<file path="config.mk">
export PLATFORM = sky130hd
export DESIGN_NAME = alu_issue_stage
export DESIGN_NICKNAME = d
export VERILOG_FILES = /design/src/rtl/alu_issue_stage.sv
export SDC_FILE = /design/constraint.sdc
export NUM_CORES = 1
export LEC_CHECK = 0
export ABC_AREA = 1
export BUFFER_PORTS_ARGS = -buffer_cell sky130_fd_sc_hd__buf_2
export CORE_MARGIN = 2
export CORE_UTILIZATION = 47
export DETAILED_ROUTE_END_ITERATION = 8
export GPL_ROUTABILITY_DRIVEN = 0
export PLACE_DENSITY_LB_ADDON = 0.3
export SLEW_MARGIN = 20
export SYNTH_ARGS = -nofsm -noshare
export SYNTH_HDL_FRONTEND = slang
export SYNTH_SLANG_ARGS = --single-unit
</file>
<file path="constraint.sdc">
create_clock -name clk -period 1.7 [get_ports clk]
set_clock_uncertainty 0.05 [all_clocks]
set_input_delay 0.085 -clock clk [delete_from_list [all_inputs] [get_ports clk]]
set_output_delay 0.085 -clock clk [all_outputs]
set_load 0.005 [all_outputs]
</file>
<file path="src/rtl/alu_issue_stage.sv">
// ID->EX issue stage: forwards operands, selects ALU sources and buffers up to
// two decoded entries behind a valid/ready handshake with a registered InReady.
module alu_issue_stage #(
    parameter int XLEN       = 32,
    parameter int REG_ADDR_W = 5
) (
    input  logic                  clk,
    input  logic                  rst_n,
    input  logic                  InValid,
    output logic                  InReady,
    input  logic [REG_ADDR_W-1:0] Rs1Addr,
    input  logic [REG_ADDR_W-1:0] Rs2Addr,
    input  logic [XLEN-1:0]       Rs1Data,
    input  logic [XLEN-1:0]       Rs2Data,
    input  logic [XLEN-1:0]       PC,
    input  logic [XLEN-1:0]       Imm,
    input  logic                  ALUASrc,
    input  logic                  ALUBSrc,
    input  logic [3:0]            ALUOpIn,
    input  logic [REG_ADDR_W-1:0] RdAddrIn,
    input  logic                  RegWrIn,
    input  logic                  ExFwdValid,
    input  logic [REG_ADDR_W-1:0] ExFwdRd,
    input  logic [XLEN-1:0]       ExFwdData,
    input  logic                  WbFwdValid,
    input  logic [REG_ADDR_W-1:0] WbFwdRd,
    input  logic [XLEN-1:0]       WbFwdData,
    input  logic                  Flush,
    output logic                  OutValid,
    input  logic                  OutReady,
    output logic [XLEN-1:0]       A,
    output logic [XLEN-1:0]       B,
    output logic [3:0]            ALUOp,
    output logic [REG_ADDR_W-1:0] RdAddr,
    output logic                  RegWr
);

    typedef struct packed {
        logic [XLEN-1:0]       a;
        logic [XLEN-1:0]       b;
        logic [3:0]            alu_op;
        logic [REG_ADDR_W-1:0] rd_addr;
        logic                  reg_wr;
    } entry_t;

    typedef enum logic [1:0] {
        EMPTY = 2'd0,
        ONE   = 2'd1,
        FULL  = 2'd2
    } state_t;

    state_t state, next_state;
    entry_t main_q, skid_q, in_entry;
    logic   capture, load_main, load_skid, skid_to_main;

    // x0 always reads zero; the newer EX/MEM result wins over MEM/WB.
    function automatic logic [XLEN-1:0] fwd(
        input logic [REG_ADDR_W-1:0] src,
        input logic [XLEN-1:0]       rf_data,
        input logic                  ex_valid,
        input logic [REG_ADDR_W-1:0] ex_rd,
        input logic [XLEN-1:0]       ex_data,
        input logic                  wb_valid,
        input logic [REG_ADDR_W-1:0] wb_rd,
        input logic [XLEN-1:0]       wb_data
    );
        if (src == '0)                       return '0;
        else if (ex_valid && (ex_rd == src)) return ex_data;
        else if (wb_valid && (wb_rd == src)) return wb_data;
        else                                 return rf_data;
    endfunction

    assign capture = InValid && InReady;

    always_comb begin
        in_entry.a       = ALUASrc ? PC : fwd(Rs1Addr, Rs1Data, ExFwdValid, ExFwdRd, ExFwdData,
                                             WbFwdValid, WbFwdRd, WbFwdData);
        in_entry.b       = ALUBSrc ? Imm : fwd(Rs2Addr, Rs2Data, ExFwdValid, ExFwdRd, ExFwdData,
                                              WbFwdValid, WbFwdRd, WbFwdData);
        in_entry.alu_op  = ALUOpIn;
        in_entry.rd_addr = RdAddrIn;
        in_entry.reg_wr  = RegWrIn;
    end

    always_ff @(posedge clk or negedge rst_n) begin
        // NOTE: sequential state uses non-blocking assignments so every register
        // samples pre-edge values regardless of statement order.
        if (!rst_n) begin
            state   <= EMPTY;
            InReady <= 1'b1;
        end else begin
            state   <= next_state;
            InReady <= (next_state != FULL);
        end
    end

    always_comb begin
        // NOTE: default first so no path through the case leaves next_state
        // unassigned, which would infer a latch.
        next_state = state;
        unique case (state)
            EMPTY: if (capture) next_state = ONE;
            ONE: begin
                if (capture && !OutReady)      next_state = FULL;
                else if (!capture && OutReady) next_state = EMPTY;
            end
            FULL:    if (OutReady) next_state = ONE;
            default: next_state = EMPTY;
        endcase
        if (Flush) next_state = EMPTY;
    end

    always_comb begin
        OutValid     = (state != EMPTY);
        load_main    = 1'b0;
        load_skid    = 1'b0;
        skid_to_main = 1'b0;
        if (!Flush) begin
            load_main    = capture && ((state == EMPTY) || (state == ONE && OutReady));
            load_skid    = capture && (state == ONE) && !OutReady;
            skid_to_main = (state == FULL) && OutReady;
        end
    end

    // Flush only clears validity through the state; payload registers keep their contents.
    always_ff @(posedge clk or negedge rst_n) begin
        // NOTE: payload registers are reset because their contents drive A/B/ALUOp
        // directly and must read zero after reset.
        if (!rst_n) begin
            main_q <= '0;
            skid_q <= '0;
        end else begin
            if (load_main)         main_q <= in_entry;
            else if (skid_to_main) main_q <= skid_q;
            if (load_skid)         skid_q <= in_entry;
        end
    end

    assign A      = main_q.a;
    assign B      = main_q.b;
    assign ALUOp  = main_q.alu_op;
    assign RdAddr = main_q.rd_addr;
    assign RegWr  = main_q.reg_wr;

endmodule

</file>
### Word level (Yosys, flattened, before mapping)

Index checks and enable logic that the tools add are counted.
W data, S select, Z words.

* register bits after elaboration: 151
* bits in latches: 0
* RAM bits: 0
* ROM bits: 0
* bits of input ports: 231
* output and inout port bits: 76
* memories: 0

* add/subtract/negate cells: 0
* $mul: 0
* div/mod/pow operators: 0
* $lt $le $gt $ge: 0
* equality and inequality tests: 7
* shifts and indexed selects: 0
* mux-type cells: 19
* bitwise gates (word level): 0
* reductions and logical operators: 20

Operators by type and width (count)
* $mux W32: 8
* $mux W74: 2
* $eq A5 B5 Y1: 4
* $logic_and A1 B1 Y1: 12
* $logic_not A5 Y1: 2
* $mux W2: 5
* $pmux W2 S3: 1
* $reduce_bool A2 Y1: 2
* $mux W1: 3
* $eq A2 B1 Y1 const B: 1
* $eq A2 B2 Y1 const B: 1
* $logic_not A1 Y1: 2
* $logic_not A2 Y1: 1
* $ne A2 B2 Y1 const B: 1
* $logic_or A1 B1 Y1: 1

### Longest topological paths before layout

* word-level depth: 8
* mapped depth: 12

### Least setup slack after synthesis

OpenSTA, ideal clock, no wires.

* kind: register to register
* from: reg InReady
* to: reg main_q, in the netlist ALUOp[1]
* library setup time: 0.123 ns
* arrival: 1.420 ns
* required time: 1.527 ns
* path slack: 0.107 ns
* stages on the path, launching flop included: 12
* path buffers: 2
* cell sequence: dfstp_2 > nand2_1 > nor2_1 > nand2_1 > inv_2 > a21oi_2 > nor2_1 > inv_2 > buf_4 > buf_2 > nand2_1 > nand2_1

* word-level cells in the longest chain between the ends: 4
* elaborated cells between the ends (all ways): 5

Ends and longest elaborated chain
* start, declared: RTL line 10 `output logic InReady,`
* start signal, assigned: RTL line 93 `InReady <= (next_state != FULL);`
* $logic_and A1 B1 Y1 *: RTL line 73 `assign capture = InValid && InReady;`
* $logic_and A1 B1 Y1 *: RTL line 119 `load_main = capture && ((state == EMPTY) || (state == ONE && OutReady));`
* $mux W1 *: RTL line 118 `if (!Flush) begin`
* $mux W74 or $reduce_bool A2 Y1 (tied branches)
* end signal, assigned: RTL line 133 `if (load_main) main_q <= in_entry;`
* end signal, assigned: RTL line 134 `else if (skid_to_main) main_q <= skid_q;`
* end, declared: RTL line 53 `entry_t main_q, skid_q, in_entry;`

Mark *: on every way between the ends. The rest lies on a longest branch, timed or not.
A chain may end at the register's enable or synchronous reset.

### Worst setup path in the final report

* from: reg InReady
* to: reg main_q, in the netlist A[6]

Same word-level chain as after synthesis.

==> results.toml <==
[synthesis]
yosysTopAreaCell = "dfrtp_1"
ys_warn_count = 0
synth_seq_area_share_pct = 40.7
avgSynthCellArea_um2 = 6.52
synth_seq_cells = 151
synth_top_cells_by_area = "dfrtp_1, nand2_1, nor2_1"
synthDominantCellAreaShare_pct = 40.4
syn-instance-count = 1425
ys_types = 22
synthesis.nets = 1656
synth.cell_area_um2 = 9290

[min_path]
hp-class = "in -> reg"
worst_hold_path.endpoint = "skid_q[36]"
worst_min_path_start = "Rs2Data[26]"
hold_depth = 5

[clock_network]
numCtsBuffers = 17
cts_htree_levels = 4
cts_root_buf = "clkbuf_16"
tritoncts = "built"
tritoncts_num_sinks = 151
clk_path_buf_depth = 2
path_clk_slew_ns = 0.07
clkLatencyLatePin_ns = 0.43

[sta]
finalSetupViolations = 72
drv_slew = 0
final_count_of_hold_timing_violations = 0
timing_worst_slew_pin_value_ns = 0.487
layout_min_cycle_time_ns = 1.78
final.setup.worst_slack_ns = -0.0753
slew_headroom_pct = 67.6
totalNegativeSetupSlack_ns = -2.47
rsz0062_at_grt = "true"
clock.fmax_mhz = 563
timing.final.crit_share_pct = 104

[critical_path]
max_stage_delay_ns = 0.56
cp_cell_sequence = "nand2_4 > nor2_4 > nand2_2 > inv_2 > a21oi_2 > nor2_4 > buf_12 > inv_16 > clkbuf_16 > nor2_1 > nand2_1 > nand2_1"
critPathLaunch = "InReady"
critPathMaxFanout = 11
worst_path_max_delay_cell = "dfstp_2"
timing.rr.end = "A[6]"
path_buf_inv = 4
critical_path.top_delay_family = "simple AND/OR/NAND/NOR gates"
worstPathRequired_ns = 2.01
criticalPathCategory = "reg -> reg"
startpoint_type = "flip-flop"
timing.reg2reg.worst_path_depth = 12
ff_to_ff_start = "InReady"
timing.reg2reg.setup_slack_ns = -0.08
crit_end_category = "flip-flop"
critical_path_arrival_ns = 2.09

[die]
die-area_um2 = 20900
die_outline_width_um = 145
io_pins = 307
initial_core_util_pct = 47.9
core_um2 = 19400
floorplan.rows = 51
die_y_um = 145

[drt]
remaining_drc_errors = 0
avgRoutedWirePerCell_um = 18.1
final_antenna_net_count = 0
drt-initial-drc-count = 1189
drt-total-wl_um = 38000
drt_pre_antenna_iters = 9
route.detailed.vias_per_inst = 5.57
num_vias = 11698

[pwr]
net_load_switching_power_mw = 4.38
share_seq_of_total_power_pct = 40.3
power.total_mw = 12.8
p_clk_share_pct = 29.5
p_leak_nw = 7.18
sw_frac_of_total_pct = 34.1
p_int_mw = 8.46
power-per-cell-area_nw_per_um2 = 937
combPwrFrac_pct = 30.2
peakVddDrop_v = 0.000685

[grt]
grt_util_all_layers_pct = 31.9
grt_overflow_total = 0
number_of_antenna_violations_at_the_first_check_in_global_routing = 5
grt_pass1_wl_um = 51500
first_global_vias = 10460
grt_max_degree = 48

[final_layout]
fillerInstances = 1646
fin_nets = 2050
final_layout_size_suffix_gt1_share_pct = 28.1
areaGrowthSynthToFinish_pct = 47.4
stdcell_count = 2099

[placed_design]
worst_setup_slack_post_dpl_ns = -0.0570
numPortBuffers = 306
placed_insts = 1952
place.detailed.hpwl_um = 23700

[outcome]
outcome = "finished, violations left"
failed_checks = "setup timing"

[flow_run]
drv.max_cap_violation_count = 0
[per-layer routing]
metal	global-route usage [%]	vias to the layer above	routed length (um)
met3	5.53	151	3960
met4	14.7	4	1590
met1	40.9	5393	14600
met5	0	-	27
met2	52.8	794	17800
li1	-	5356	-
[worst max-delay path by stage]
stage / cells after the start / slack, ns / endpoint
3_3_place_gp: 11 / 0.01 / B[21]
5_1_grt: 12 / -0.16 / B[1]
6_report: 12 / -0.08 / A[6]
2_1_floorplan: 11 / 0.11 / ALUOp[1]
3_5_place_dp: 11 / -0.06 / B[27]
4_1_cts: 9 / -0.01 / B[10]
[layout make-up]
class	count	area (um^2)	share of cell area (%)
timing repair inverter	2	17.5	0.128
sequential	151	3780	27.6
tap	265	332	2.42
clock buffer	18	439	3.21
multi-input combinational	1138	5110	37.4
clock inverter	13	138	1.01
timing repair buffer	465	3680	26.9
antenna	3	7.51	0.0548
inverter	44	186	1.36
[through the flow]
step	hold WS [ns]	utilization, %	instance area, um^2
after floorplan	-0.261	-	9290
after global placement	-0.0168	58.2	11300
after detailed placement	-0.00891	58.2	11300
after CTS	0.00205	65.3	12700
after global routing	0.0477	70.6	13700
final	0.0155	70.6	13700
[kinds of logic (layout without fill, tap and decap cells)]
group,count (synthesis),in the layout,share of synthesized area [%]
simple gates,1034,1034,45.0
buf+inv,136,542,7.77
flops,151,151,40.7
other cells,0,3,0
compound gates,104,104,6.51
[synthesized netlist by cell type, drive strengths merged]
| master | count |
|---|---|
| dfrtp | 150 |
| nand2 | 487 |
| a21oi | 16 |
| inv | 44 |
| nand3 | 200 |
| nor3 | 2 |
| nor2 | 343 |
| nand4 | 2 |
| o21ai | 24 |
| clkbuf | 16 |
| a31oi | 64 |
| buf | 76 |
| dfstp | 1 |
[cells in the final DEF, fill, tap and decap left out, drive strengths merged]
| master | Yosys | routed |
|---|---|---|
| diode | 0 | 3 |
| dfstp | 1 | 1 |
| bufinv | 0 | 1 |
| nand2 | 487 | 487 |
| a21oi | 16 | 16 |
| o21ai | 24 | 24 |
| nand4 | 2 | 2 |
| dlygate4sd3 | 0 | 80 |
| clkbuf | 16 | 37 |
| nand3 | 200 | 200 |
| a31oi | 64 | 64 |
| clkinv | 0 | 1 |
| dfrtp | 150 | 150 |
| inv | 44 | 53 |
| buf | 76 | 366 |
| nor3 | 2 | 2 |
| nor2 | 343 | 343 |
| clkinvlp | 0 | 4 |
[tightest hold or removal path, cell delays in order]
cell	delay (ns)
buf_2	0.09
nand2_1	0.05
nand3_1	0.07
nand2_1	0.08
a31oi_1	0.07
[power by group through the flow]
stage	combinational [mW]	sequential, mW	clock, mW
2_1_floorplan	1.78	5.11	0
3_3_place_gp	3.13	5.16	0
3_5_place_dp	3.21	5.19	0
4_1_cts	3.38	5.13	3.79
5_1_grt	4.29	5.27	3.93
6_report	3.88	5.17	3.78
[registers in the layout, summed over array words and instances (netlist names)]
| signal | flops |
|---|---|
| A | 32 |
| ALUOp | 4 |
| B | 32 |
| InReady | 1 |
| RdAddr | 5 |
| RegWr | 1 |
| skid_q | 74 |
| state | 2 |
[timing repair]
action                     CTS  global route
hold buffers                80             0
gates cloned                 0            27
setup endpoints to repair   69            79
resized for setup            3           118
pin swaps                    0             5
buffers inserted             0             6
hold endpoints to repair   301             0
No activity file was read; power rests on OpenSTA's default activity.
